==> config.mk <==
export PLATFORM = sky130hd
export DESIGN_NAME = prog_ctr_unit
export DESIGN_NICKNAME = d
export VERILOG_FILES = /design/src/rtl/prog_ctr_unit.sv
export SDC_FILE = /design/constraint.sdc
export NUM_CORES = 1
export LEC_CHECK = 0
export BUFFER_PORTS_ARGS = -buffer_cell sky130_fd_sc_hd__buf_2
export CAP_MARGIN = 20
export CORE_MARGIN = 2
export CORE_UTILIZATION = 52
export DETAILED_ROUTE_END_ITERATION = 10
export PLACE_DENSITY = 0.71
export SYNTH_ARGS = -nofsm -noshare
export SYNTH_HDL_FRONTEND = slang
export SYNTH_SLANG_ARGS = --single-unit
export TNS_END_PERCENT = 1
==> constraint.sdc <==
create_clock -name clk -period 2.34 [get_ports clk]
set_clock_uncertainty 0.05 [all_clocks]
set_input_delay 0.351 -clock clk [delete_from_list [all_inputs] [get_ports clk]]
set_output_delay 0.351 -clock clk [all_outputs]
set_load 0.01 [all_outputs]
==> src/rtl/prog_ctr_unit.sv <==
// Program counter with sequential, relative and LUT-absolute branches.
// Raises done on halt or on an out-of-range next address (pc_fault).
module prog_ctr_unit #(
    parameter int PC_W     = 10,
    parameter int PROG_LEN = 1024,
    parameter int LUT_AW   = 5
) (
    input  logic              clk,
    input  logic              start,
    input  logic              stall,
    input  logic              branch_en,
    input  logic              branch_taken,
    input  logic              branch_abs,
    input  logic [LUT_AW-1:0] lut_idx,
    input  logic [7:0]        rel_off,
    input  logic              halt,
    input  logic              lut_wen,
    input  logic [LUT_AW-1:0] lut_waddr,
    input  logic [PC_W-1:0]   lut_wdata,
    output logic [PC_W-1:0]   prog_ct,
    output logic              done,
    output logic              pc_fault
);

    // Two bits of headroom: a sign bit plus one so prog_ct + 127 never wraps.
    localparam int              NW    = PC_W + 2;
    localparam logic [NW-1:0]   LEN_N = NW'(PROG_LEN);

    typedef enum logic {
        RUN,
        DONE
    } state_t;

    state_t            state, state_d;
    logic [PC_W-1:0]   pc_d;
    logic              done_d;
    logic              fault_d;

    logic [PC_W-1:0]   lut [2**LUT_AW];
    logic [NW-1:0]     next_pc;
    logic              next_fault;
    logic              take;

    // NOTE: no reset on the LUT; it is plain storage that must survive start.
    always_ff @(posedge clk) begin
        if (lut_wen) begin
            lut[lut_waddr] <= lut_wdata;
        end
    end

    assign take = branch_en && branch_taken;

    always_comb begin
        next_pc = NW'(prog_ct) + NW'(1);
        if (take) begin
            if (branch_abs) begin
                next_pc = NW'(lut[lut_idx]);
            end else begin
                next_pc = NW'(prog_ct) + {{(NW-8){rel_off[7]}}, rel_off};
            end
        end
    end

    // Negative results have the top bit set, so one unsigned compare covers both ends.
    assign next_fault = (next_pc >= LEN_N);

    // NOTE: every output of this block is defaulted first so no latch is inferred.
    always_comb begin
        state_d = state;
        pc_d    = prog_ct;
        done_d  = done;
        fault_d = pc_fault;
        case (state)
            RUN: begin
                if (!stall) begin
                    if (halt) begin
                        state_d = DONE;
                        done_d  = 1'b1;
                    end else if (next_fault) begin
                        state_d = DONE;
                        done_d  = 1'b1;
                        fault_d = 1'b1;
                    end else begin
                        pc_d = next_pc[PC_W-1:0];
                    end
                end
            end
            DONE: begin
                state_d = DONE;
            end
            default: begin
                state_d = DONE;
            end
        endcase
    end

    // NOTE: registers use non-blocking assignment so all updates see pre-edge values.
    always_ff @(posedge clk) begin
        if (start) begin
            state    <= RUN;
            prog_ct  <= '0;
            done     <= 1'b0;
            pc_fault <= 1'b0;
        end else begin
            state    <= state_d;
            prog_ct  <= pc_d;
            done     <= done_d;
            pc_fault <= fault_d;
        end
    end

endmodule

==> metrics.txt, run 1 <==
WL/cell=25.77 um; non-filler cells, final=1309; Max Fanout on Critical Path=8; WP data required=2.69 ns; I/O pin count=48; worst slew pin tran=0.7168 ns; Pleak=5.788 nW; Hold Path End=state; vias in the first global route=8476; flop2flop setup slack=-0.14 ns; CORE AREA=0.02613 mm^2; nets=999; status=complete, but fails checks; largest net degree at the start of global routing=38; initial core utilization=0.5314; Cells after Synth=770; port bufs=47; VDD IR max=0.6854 mV; diodes inserted=0; Multi-input gate area=0.003919 mm^2; Via density=6.281; WS Path Type=flop to flop; final hold violation count=0; Cell variety after synth=63; CTS Buffer Depth=3; Top delay family on crit path=compound AO/OA/AOI/OAI gates; initial antenna violation count=0; Avg Cell Area, Syn=18.04 um^2; post-synth top area share=0.6920; Placement Setup Slack=-0.3642 ns; die height=167.4 um; Die W=167.4 um; vias=8222; Post-DP HPWL=22.34 mm; r2r worst-path depth=11; Skew-Pair Late Insertion Delay=0.52 ns; launch point of the critical path=prog_ct[0]; gpl congestion=0.8478; clk slew on worst S/H paths=0.06 ns; CTS buffer count=35; worst path buffer plus inverter count=2; gr ovfl total=0; layout cells sized above 1=0.3409; drt drc=4; Slew headroom=0.5221; area leader, netlist=edfxtp_1; Pwr Density=777.8 mW/mm^2; crit path launch type=flop; worst flop-to-flop path startpoint=prog_ct[0]; Cell Chain, Critical Path=ha_4 > inv_2 > fa_2 > nor2b_2 > o31a_1 > o21ai_2 > nor4b_4 > o31ai_2 > buf_6 > nor4_2 > a31o_2; post-synthesis sequential element count=333; Worst Hold Class=input port to flop; violated checks=DRC, setup timing; WL final=33.73 mm; fillers=1781; Critical Path Max Stage Delay=0.37 ns; first-pass GRT wire length=50.96 mm; remaining antenna violation count=0; Critical Path AT=2.83 ns; clk sinks=333; CTS H-tree depth=2; die area=0.02803 mm^2; fraction of the yosys area taken by sequential cells=0.7107; Reg2Reg Capture Point=prog_ct[1]; number of synthesized flops with an enable pin=320; Final WS setup=-0.1425 ns; ys flop type=edfxtp_1; Synth async-reset ratio=0; Inst Count DP=1242; Max Fclk=402.8 MHz; hold bufs inserted after CTS=0; fin crit share=1.061; count of pins over their slew limit=0; Detailed Routing Iterations Pass 1=8; syn nets=819; CP max-delay cell=fa_2; Crit. End Element=flop; Core Rows=59; unrepaired setup endpoints after global routing=true; number of max-cap violations=0; HP Start=stall; clk root buf=clkbuf_16; Syn Std Cell Area=0.01389 mm^2; area grow syn2layout=20.37%; detailed router's first-iteration violation count=890; WHS Path Cells=3; minimum clock period after layout=2.482 ns; gr usage total=0.2444; register area=0.009881 mm^2; YS warnings=0; CTS tree=yes; endpoints failing setup=13; synth top area cells=edfxtp_1, mux4_2, mux2i_1
worst max path at each step:
| stage | to | slack (ns) | cells past startpoint |
|---|---|---|---|
| after global routing | prog_ct[3] | -0.24 | 10 |
| after global placement | prog_ct[8] | -0.28 | 11 |
| after floorplan | prog_ct[2] | 0.03 | 9 |
| after detailed placement | prog_ct[3] | -0.36 | 12 |
| final | prog_ct[1] | -0.14 | 11 |
| after CTS | prog_ct[1] | -0.10 | 11 |
synth_stat cells (all sizes together) (4+ instances only):
library cell  instances
edfxtp              320
mux4                 72
nor2                 62
mux2i                37
nand2                30
buf                  26
o21ai                19
nand3                18
a21oi                15
a22oi                14
dfxtp                13
ha                   12
inv                  11
clkbuf                9
nand2b                5
nand3b                5
nand4                 5
nor2b                 5
nor3                  5
o22ai                 5
o311ai                5
or3                   5
xnor2                 5
a221oi                4
o31ai                 4
where the power goes:
group          internal [W]  leakage (nW)  switching (W)
Clock               0.00327         0.545        0.00216
Sequential          0.00661          2.99      0.0000239
Combinational      0.000408          2.25       0.000536
registers in the layout (all words and copies together), names as in the netlist:
name      count
done          1
lut         320
pc_fault      1
prog_ct      10
state         1
cells in the final DEF (no fill, tap or decap), types with 7 or more instances in the layout:
master and count:
mux2i_1 37, edfxtp_1 320, nand2_1 28, o21ai_0 16, a22oi_1 14, clkbuf_16 36
buf_4 124, dfxtp_1 8, mux4_2 67, clkinv_1 8, ha_1 7, clkbuf_1 9
buf_2 45, buf_12 8, inv_1 10, nand3_1 18, nor2_1 62, a21oi_1 15
cell families after synthesis:
logic type,after synthesis,synth area share
flops,333,0.7107
buf+inv,47,0.01901
compound gates,100,0.05136
fa+ha+maj,13,0.01225
simple gates,159,0.05586
mux,111,0.1464
xor+xnor,7,0.004415
worst reg2reg max path, stage by stage, from the launching register on:
cell and delay [ns]:
dfxtp_4 0.36, ha_4 0.14, inv_2 0.04, fa_2 0.37, nor2b_2 0.14, o31a_1 0.22
o21ai_2 0.11, nor4b_4 0.14, o31ai_2 0.31, buf_6 0.21, nor4_2 0.06, a31o_2 0.23
metrics by stage:
step                hold WS (ns)    util  cell area (um^2)  total power [W]  setup TNS (ns)
global route              0.1462  0.6397             16720          0.01336          -2.685
CTS                       0.1077  0.6362             16620          0.01305         -0.6057
detailed placement        0.4137  0.5899             15410         0.007668          -3.639
finish                    0.1272  0.6397             16720          0.01300          -1.150
global placement          0.3852  0.5899             15410         0.007635          -2.647
floorplan                 0.3985       -             13940         0.007226               0
timing repair:
| action | in CTS | in global routing |
|---|---|---|
| endpoints found under the setup margin | 12 | 13 |
| buffers inserted | 3 | 3 |
| pin swaps | 11 | 8 |
| resized for setup | 14 | 9 |
layout make-up:
type | instances | share of cell area
Tap cell | 335 | 0.02507
Timing Repair Buffer | 178 | 0.07942
Clock inverter | 16 | 0.01138
Sequential cell | 333 | 0.5911
Inverter | 12 | 0.002695
Clock buffer | 45 | 0.05591
Multi-Input combinational cell | 390 | 0.2344
routing by layer:
metal | vias to the layer above | GRT usage | part of all wire
met5 | - | 0 | 0
met4 | 0 | 0.08620 | 0.030
met3 | 69 | 0.04372 | 0.079
met2 | 405 | 0.4001 | 0.49
met1 | 4237 | 0.3357 | 0.40
li1 | 3511 | - | -
No activity file was read; power rests on OpenSTA's default activity.
==> inputs of run 2 (changes only) <==
Settings changed: CTS_BUF_LIST set to sky130_fd_sc_hd__clkbuf_16.
==> run 2 against run 1 <==
  * Sequential share of layout area is the same
  * The flow still finishes with violations (DRC, setup timing)
  * Sequential power about the same
  * Global-route usage is the same
  * Largest cell class unchanged
  * Clock power about the same
==> metrics.txt, run 2 (synthesis results as in run 1) <==
status=complete, but fails checks; violated checks=DRC, setup timing; die area=0.02803 mm^2 (unchanged); CTS Buffer Depth=3 (unchanged); Die W=167.4 um (unchanged); Critical Path Max Stage Delay=0.37 ns (about the same); Max Fclk=402.4 MHz (-0.12%); vias in the first global route=8476 (unchanged); CTS tree=yes; fin crit share=1.062 (+0.001254); grt met2 use=0.4001 (unchanged); CTS buffer count=35 (unchanged); first-pass GRT wire length=50.96 mm (unchanged); M3 GR Usage=0.04372 (unchanged); Detailed Routing Iterations Pass 1=8 (unchanged); vias=8196 (-0.32%); HP Start=stall; number of max-cap violations=0 (unchanged); Placement Setup Slack=-0.3642 ns (unchanged); Post-DP HPWL=22.34 mm (unchanged); clk slew on worst S/H paths=0.06 ns (about the same); die height=167.4 um (unchanged); gr usage total=0.2444 (unchanged); gpl congestion=0.8478 (unchanged); largest net degree at the start of global routing=38 (unchanged); Pwr Density=775.8 mW/mm^2 (-0.26%); Via density=6.261 (-0.32%); minimum clock period after layout=2.485 ns (+0.002935 ns); crit path launch type=flop; Most flops, register=lut; Most Used Layer, Global Route=met2; final hold violation count=0 (unchanged); CORE AREA=0.02613 mm^2 (unchanged); met1 Use GR=0.3357 (unchanged); WP data required=2.69 ns (about the same); Pleak=5.825 nW (+0.64%); count of pins over their slew limit=0 (unchanged); Crit. End Element=flop; Hold WS=0.1257 ns (-0.001447 ns); hold bufs inserted after CTS=0 (unchanged); clk root buf=clkbuf_16; layout cells sized above 1=0.3409 (unchanged); fillers=1781 (unchanged); Hold Path End=state; commonest non-fill, non-tap cells in the layout=edfxtp_1, buf_4, mux4_2; clk sinks=333 (unchanged); Slew headroom=0.5208 (-0.001280); WHS Path Cells=3 (unchanged); diodes inserted=0 (unchanged); Skew-Pair Late Insertion Delay=0.52 ns (about the same); CP max-delay cell=fa_2; area grow syn2layout=20.37% (unchanged); Util after Layout=0.6397 (unchanged); unrepaired setup endpoints after global routing=true; port bufs=47 (unchanged); Max Fanout on Critical Path=8 (unchanged); VDD IR max=0.6648 mV (-3.0%); WL final=33.71 mm (about the same); detailed router's first-iteration violation count=875 (-1.7%); Cell Chain, Critical Path=ha_4 > inv_2 > fa_2 > nor2b_2 > o31a_1 > o21ai_2 > nor4b_4 > o31ai_2 > buf_6 > nor4_2 > a31o_2; commonest non-fill, non-tap cell in the layout=edfxtp_1; WS Path Type=flop to flop; remaining antenna violation count=0 (unchanged); Critical Path AT=2.84 ns (about the same); Final WS setup=-0.1454 ns (-0.002935 ns); initial core utilization=0.5314 (unchanged); I/O pin count=48 (unchanged); Core Rows=59 (unchanged); Largest regs=lut (320), prog_ct (10); Worst Hold Class=input port to flop; flop2flop setup slack=-0.15 ns (about the same); worst slew pin tran=0.7188 ns (+0.001921 ns); worst path buffer plus inverter count=2 (unchanged); gr ovfl total=0 (unchanged); Top delay family on crit path=compound AO/OA/AOI/OAI gates; WL/cell=25.75 um (about the same); nets=999 (unchanged); CTS H-tree depth=2 (unchanged); drt drc=4 (unchanged); Reg2Reg Capture Point=prog_ct[1]; Tot Pwr=0.01297 W (-0.26%); total negative slack=-1.173 ns (-0.02247 ns); r2r worst-path depth=11 (unchanged); Largest register FFs=320 (unchanged); endpoints failing setup=13 (unchanged); worst flop-to-flop path startpoint=prog_ct[0]; initial antenna violation count=0 (unchanged)
[run 2: through the flow]
step	instance area, um^2	instances
final	16720	1309
after global routing	16720	1309
after CTS	16620	1306
after detailed placement	15410	1242
after global placement	15410	1242
after floorplan	13940	770
[run 2: cell type report]
cell class                 count  area, um^2  share of cell area
clock buffer                  36       900.9             0.05389
sequential                   333        9881              0.5911
timing repair buffer         178        1328             0.07942
clock inverter                25       224.0             0.01340
tap                          335       419.2             0.02507
multi-input combinational    390        3919              0.2344
inverter                      12       45.04            0.002695
[run 2: timing repair]
action | 4_1_cts | 5_1_grt
gates resized for setup | 14 | 9
buffers inserted | 3 | 3
pin swaps | 11 | 8
setup endpoints to repair | 12 | 13
[run 2: layer usage]
metal / vias up / routed length, um
met4: 0 / 983
met5: - / 0
met1: 4195 / 13340
met3: 67 / 2766
li1: 3513 / -
met2: 421 / 16620
[run 2: how the worst max path moves through the flow]
stage                     startpoint    endpoint  cells past startpoint
after floorplan           prog_ct[7]  prog_ct[2]                      9
after global placement    lut_idx[0]  prog_ct[8]                     11
after detailed placement  rel_off[0]  prog_ct[3]                     12
after CTS                 prog_ct[0]  prog_ct[1]                     11
after global routing      prog_ct[0]  prog_ct[3]                     10
final                     prog_ct[0]  prog_ct[1]                     11
[run 2: report_power, final]
part	total, W	internal, W	switching (W)	leakage [nW]
clock network	0.00539	0.00323	0.00216	0.582
registers	0.00663	0.00661	0.0000240	2.99
logic	0.000944	0.000408	0.000536	2.25
[run 2: tightest hold or removal path: stages]
cell and delay [ns]:
buf_2 0.11, o21bai_1 0.10, a21oi_1 0.06
